<file path="src/rtl/fsm_input_cond.sv">
// ---------------------------------------------------------------------------
// fsm_input_cond
//
// Input conditioner for the two-input control FSM. Each raw asynchronous
// input (button/switch) is synchronized, debounced by a small per-channel
// state machine with a stability counter, and presented as a clean level
// plus a one-cycle rising-edge pulse. Channels I and J are identical and
// fully independent.
//
// Parameters:
//   SYNC_STAGES  synchronizer depth per channel (>= 2)
//   DEB_CYCLES   consecutive identical synchronized samples needed to
//                change a debounced level (>= 1)
//   CW           stability counter width (derived)
//
// Ports:
//   clk         clock, rising edge
//   rst_n       asynchronous active-low reset
//   i_raw       raw asynchronous input, channel I
//   j_raw       raw asynchronous input, channel J
//   i           debounced level, channel I
//   j           debounced level, channel J
//   i_rise      one-cycle pulse when i goes 0->1
//   j_rise      one-cycle pulse when j goes 0->1
//   glitch_cnt  (only with FSM_INPUT_COND_GLITCH_CNT_EN defined) saturating
//               8-bit count of aborted debounce checks on either channel
// ---------------------------------------------------------------------------
module fsm_input_cond #(
   parameter int SYNC_STAGES = 2,
   parameter int DEB_CYCLES  = 4,
   localparam int CW         = $clog2(DEB_CYCLES + 1)
) (
   input  logic       clk,
   input  logic       rst_n,
   input  logic       i_raw,
   input  logic       j_raw,
   output logic       i,
   output logic       j,
   output logic       i_rise,
   output logic       j_rise
`ifdef FSM_INPUT_COND_GLITCH_CNT_EN
   ,
   output logic [7:0] glitch_cnt
`endif
);

   typedef enum logic [1:0] {
      LOW      = 2'd0,
      RISE_CHK = 2'd1,
      HIGH     = 2'd2,
      FALL_CHK = 2'd3
   } deb_state_t;

   localparam logic [CW-1:0] CNT_LAST = CW'(DEB_CYCLES - 1);

   logic [1:0] raw_in;
   logic [1:0] deb;
   logic [1:0] rise;
`ifdef FSM_INPUT_COND_GLITCH_CNT_EN
   logic [1:0] abort;
`endif

   assign raw_in = {j_raw, i_raw};

   // One identical conditioning pipeline per channel: index 0 is I, 1 is J.
   for (genvar ch = 0; ch < 2; ch++) begin : g_chan
      logic [SYNC_STAGES-1:0] sync_q;
      logic                   s;
      deb_state_t             state_q, state_d;
      logic [CW-1:0]          cnt_q, cnt_d;
      logic                   out_d, out_q, rise_q;

      // Plain flop chain to resolve metastability on the raw input; the
      // last stage is the only one the debounce logic is allowed to see.
      always_ff @(posedge clk or negedge rst_n) begin
         if (!rst_n) begin
            sync_q <= '0;
         end else begin
            sync_q <= {sync_q[SYNC_STAGES-2:0], raw_in[ch]};
         end
      end

      assign s = sync_q[SYNC_STAGES-1];

      // Debounce decisions. A CHK state counts how many identical samples
      // have been seen in a row; the first opposite sample throws the check
      // away and falls back to the stable state it came from. With
      // DEB_CYCLES=1 the single sample is already enough, so the CHK
      // states are skipped entirely.
      always_comb begin
         state_d = state_q;
         cnt_d   = cnt_q;
         unique case (state_q)
            LOW: begin
               if (s) begin
                  if (DEB_CYCLES == 1) begin
                     state_d = HIGH;
                  end else begin
                     state_d = RISE_CHK;
                     cnt_d   = CW'(1);
                  end
               end
            end
            RISE_CHK: begin
               if (!s) begin
                  state_d = LOW;
                  cnt_d   = '0;
               end else if (cnt_q == CNT_LAST) begin
                  state_d = HIGH;
                  cnt_d   = '0;
               end else begin
                  cnt_d = cnt_q + CW'(1);
               end
            end
            HIGH: begin
               if (!s) begin
                  if (DEB_CYCLES == 1) begin
                     state_d = LOW;
                  end else begin
                     state_d = FALL_CHK;
                     cnt_d   = CW'(1);
                  end
               end
            end
            FALL_CHK: begin
               if (s) begin
                  state_d = HIGH;
                  cnt_d   = '0;
               end else if (cnt_q == CNT_LAST) begin
                  state_d = LOW;
                  cnt_d   = '0;
               end else begin
                  cnt_d = cnt_q + CW'(1);
               end
            end
            default: begin
               state_d = LOW;
               cnt_d   = '0;
            end
         endcase
      end

      // The level is decoded from the next state and registered, so it
      // switches on the same edge as the state itself and never glitches.
      // The rise pulse fires on the first cycle the registered level is 1.
      assign out_d = (state_d == HIGH) || (state_d == FALL_CHK);

      always_ff @(posedge clk or negedge rst_n) begin
         if (!rst_n) begin
            state_q <= LOW;
            cnt_q   <= '0;
            out_q   <= 1'b0;
            rise_q  <= 1'b0;
         end else begin
            state_q <= state_d;
            cnt_q   <= cnt_d;
            out_q   <= out_d;
            rise_q  <= out_d & ~out_q;
         end
      end

      assign deb[ch]  = out_q;
      assign rise[ch] = rise_q;

`ifdef FSM_INPUT_COND_GLITCH_CNT_EN
      // A check is aborted when an opposite sample arrives mid-check.
      assign abort[ch] = ((state_q == RISE_CHK) && !s) ||
                         ((state_q == FALL_CHK) &&  s);
`endif
   end

   assign i      = deb[0];
   assign j      = deb[1];
   assign i_rise = rise[0];
   assign j_rise = rise[1];

`ifdef FSM_INPUT_COND_GLITCH_CNT_EN
   // Both channels can abort on the same edge, so the two abort flags are
   // summed in a 9-bit adder and the result clamped at 255.
   logic [8:0] glitch_sum;

   assign glitch_sum = {1'b0, glitch_cnt} + 9'(abort[0]) + 9'(abort[1]);

   always_ff @(posedge clk or negedge rst_n) begin
      if (!rst_n) begin
         glitch_cnt <= 8'd0;
      end else if (glitch_sum > 9'd255) begin
         glitch_cnt <= 8'hFF;
      end else begin
         glitch_cnt <= glitch_sum[7:0];
      end
   end
`endif

endmodule

</file>
<file path="config.mk">
export PLATFORM = sky130hd
export DESIGN_NAME = fsm_input_cond
export DESIGN_NICKNAME = d
export VERILOG_FILES = /design/src/rtl/fsm_input_cond.sv
export SDC_FILE = /design/constraint.sdc
export NUM_CORES = 1
export LEC_CHECK = 0
export ABC_CLOCK_PERIOD_IN_PS = 1140
export CORE_MARGIN = 5
export CORE_UTILIZATION = 45
export CTS_BUF_LIST = sky130_fd_sc_hd__clkbuf_4 sky130_fd_sc_hd__clkbuf_8
export DETAILED_ROUTE_END_ITERATION = 12
export GPL_TIMING_DRIVEN = 0
export PLACE_DENSITY = 0.79
export SYNTH_ARGS = -nofsm -noshare
export SYNTH_HDL_FRONTEND = slang
export SYNTH_SLANG_ARGS = --single-unit
</file>
<file path="constraint.sdc">
create_clock -name clk -period 1.14 [get_ports clk]
set_input_delay 0.171 -clock clk [delete_from_list [all_inputs] [get_ports clk]]
set_output_delay 0.171 -clock clk [all_outputs]
set_load 0.01 [all_outputs]
</file>
==> results.py <==
metrics = {
    "setup_path": {
        "critical_path_class": "register to register",
        "critPathMaxFanout": 3,
        "end_kind": "register",
        "arrival_ns": 1.41,
        "cp_data_required_time_ns": 1.34,
        "worstSetupStartpointType": "register",
    },
    "pwr": {
        "p_seq_frac": 0.416,
        "power_density_mw_per_mm2": 2460,
        "switching_share": 0.333,
        "p_comb_frac": 0.435,
        "peakVddDrop_v": 0.00109,
        "leakage_nw": 0.444,
        "p_sw_w": 0.000772,
        "intPower_w": 0.00155,
        "power_frac_clock": 0.148,
    },
    "final_layout": {
        "postLayoutCellArea_um2": 943,
        "areaGrowthSynthToFinish_pct": 40.1,
        "drive_above_1_share": 0.406,
        "final_nets": 76,
        "final_common_cell": "dfrtp_1",
        "num_antenna_cells": 0,
        "fill_cells": 104,
        "final_cell_mix": "17 x dfrtp_1, 7 x buf_4, 4 x clkbuf_4",
        "stdcell_count": 85,
    },
    "cts": {
        "cts_tree": "done",
        "cts_buffers": 3,
        "clock_path_buffers": 2,
        "cts_sinks": 17,
        "hold_buffers": 0,
        "cts-root-buf": "clkbuf_4",
        "htree_levels": 1,
        "clkLatencyLatePin_ns": 0.29,
        "clkTransAtPathRegs_ns": 0.10,
    },
    "min_path": {
        "hp-class": "primary input to async pin",
    },
    "floorplanning": {
        "die_h_um": 48.7,
        "core_region_area_mm2": 0.00145,
        "initial_core_util": 0.463,
        "die_w_um": 48.7,
        "row_count": 14,
        "die-area_mm2": 0.00237,
        "pin_count": 8,
    },
    "drt": {
        "avgRoutedWirePerCell_um": 14.9,
        "vias_per_cell": 5.27,
        "drt_iter0_drc": 16,
        "ant_nets": 0,
        "vias": 448,
        "drtPass1Iterations": 2,
        "wl_um": 1270,
        "drc": 0,
    },
    "synthesis": {
        "ys_seq_area_frac": 0.632,
        "synth-seq-cells": 17,
        "syn_inst": 48,
        "syn-cell-area_um2": 673,
        "synth.net_count": 54,
        "syn_avg_cell_area_um2": 14.0,
        "ys_types": 22,
        "synth_warnings": 0,
    },
    "flow_run": {
        "drv_cap": 0,
    },
    "grt": {
        "grt_usage": 0.110,
        "grt_overflow_total": 0,
        "grt_pass1_vias": 431,
        "grt_max_degree": 18,
        "grt_pass1_wl_um": 1910,
        "antenna_found_initial": 0,
    },
    "timing": {
        "period_needed_ns": 1.21,
        "fmax_ghz": 0.824,
        "fin_skew_ns": 0.00442,
        "period_share": 1.06,
        "hold_viol": 0,
        "maxSlewHeadroom": 0.510,
        "finalSetupViolCount": 5,
        "rsz0062_at_grt": "yes",
        "worst_slack_ns": -0.0731,
        "worst_slew_pin_slew_ns": 0.733,
        "slew_viol_final": 0,
        "fin_tns_setup_ns": -0.219,
    },
    "run_status": {
        "violations": "negative setup slack",
        "status": "finished with violations",
    },
    "placement": {
        "io_buffer_count": 7,
        "place_congestion": 0.599,
        "placed_area_um2": 785,
        "post-place-cells": 71,
        "dp_hpwl_um": 689,
    },
}
## state kept, by name (all words and copies together) (netlist names)
name	cells
g_chan.state_q	3
j	1
j_rise	1
i	1
g_chan.cnt_q	6
g_chan.sync_q	4
i_rise	1
## cells by family after synthesis
kind of cell               count (synthesis)  synth area share
and+or+nand+nor                           15             0.154
DFF                                       17             0.632
adders and majority gates                  2            0.0372
AOI/OAI and AO/OA                          8            0.0706
xor gates and xnor gates                   3            0.0502
muxes                                      3            0.0558
## worst max-delay path: stages, from the launching register on
cell and delay (ns):
dfrtp_1 0.42, ha_4 0.19, nand3b_4 0.08, mux2_4 0.31, nor2b_4 0.12
## power by group through the flow
stage | Sequential (W) | Clock [W] | Combinational [W]
2_1_floorplan | 0.000981 | 0 | 0.000405
3_3_place_gp | 0.000974 | 0 | 0.000605
3_5_place_dp | 0.000988 | 0 | 0.000629
4_1_cts | 0.000942 | 0.000350 | 0.000767
5_1_grt | 0.00100 | 0.000377 | 0.00110
6_report | 0.000965 | 0.000344 | 0.00101
## per-layer routing
| layer | GRT usage | up-vias | wire, µm |
|---|---|---|---|
| li1 | - | 208 | - |
| met5 | 0 | - | 0 |
| met2 | 0.146 | 9 | 591 |
| met1 | 0.138 | 226 | 579 |
| met3 | 0.0399 | 5 | 62 |
| met4 | 0.0942 | 0 | 37 |
## cell type report
| type | count | area, µm² | area share |
|---|---|---|---|
| Multi-Input combinational cell | 31 | 317 | 0.336 |
| Clock buffer | 4 | 30.0 | 0.0318 |
| Tap cell | 16 | 20.0 | 0.0212 |
| Timing Repair Buffer | 17 | 151 | 0.160 |
| Sequential cell | 17 | 425 | 0.451 |
## stage by stage
stage	power [W]	setup slack (ns)	utilization	hold slack, ns
final	0.00232	-0.0731	0.649	0.304
after global routing	0.00248	-0.116	0.649	0.297
after CTS	0.00206	-0.0695	0.591	0.308
after detailed placement	0.00162	-0.0698	0.540	0.337
after global placement	0.00158	-0.0560	0.540	0.333
after floorplan	0.00139	-0.0313	-	-0.125
## synth_stat cells
master,instances,area [µm²]
nor2_1,3,11.3
nand2b_1,1,6.26
nor2b_4,1,13.8
and2_1,1,6.26
dfrtp_1,17,425
o21a_1,3,22.5
nor3b_1,2,15.0
nand3b_1,1,7.51
and3b_1,1,8.76
xnor2_1,1,8.76
o21ai_0,3,15.0
mux2_2,2,22.5
ha_1,2,25.0
nand3b_2,1,11.3
xor2_2,1,16.3
nor2b_1,1,6.26
a21oi_1,2,10.0
nand3_1,1,5.00
nand2_1,1,3.75
mux2_4,1,15.0
xor2_1,1,8.76
nand4b_1,1,8.76
## final timing paths
check,to,slack [ns],cells after the start,start
worst min register to register,g_chan[1].sync_q[1],0.36,0,g_chan[1].sync_q[0]
max in group asynchronous,g_chan[1].sync_q[1],0.37,1,rst_n
worst max register to register,j_rise,-0.07,4,g_chan[1].cnt_q[1]
worst min-delay path,g_chan[0].sync_q[0],0.30,1,rst_n
min in group clk,g_chan[0].sync_q[0],0.31,1,i_raw
worst max-delay path,j_rise,-0.07,4,g_chan[1].cnt_q[1]
## timing repair
| item | CTS | global route |
|---|---|---|
| pin swaps | 1 | 5 |
| buffers inserted | 5 | 5 |
| gates resized for setup | 8 | 13 |
| gates cloned | 0 | 0 |
| endpoints found under the setup margin | 7 | 13 |
Power figures use the tool's default switching activity.
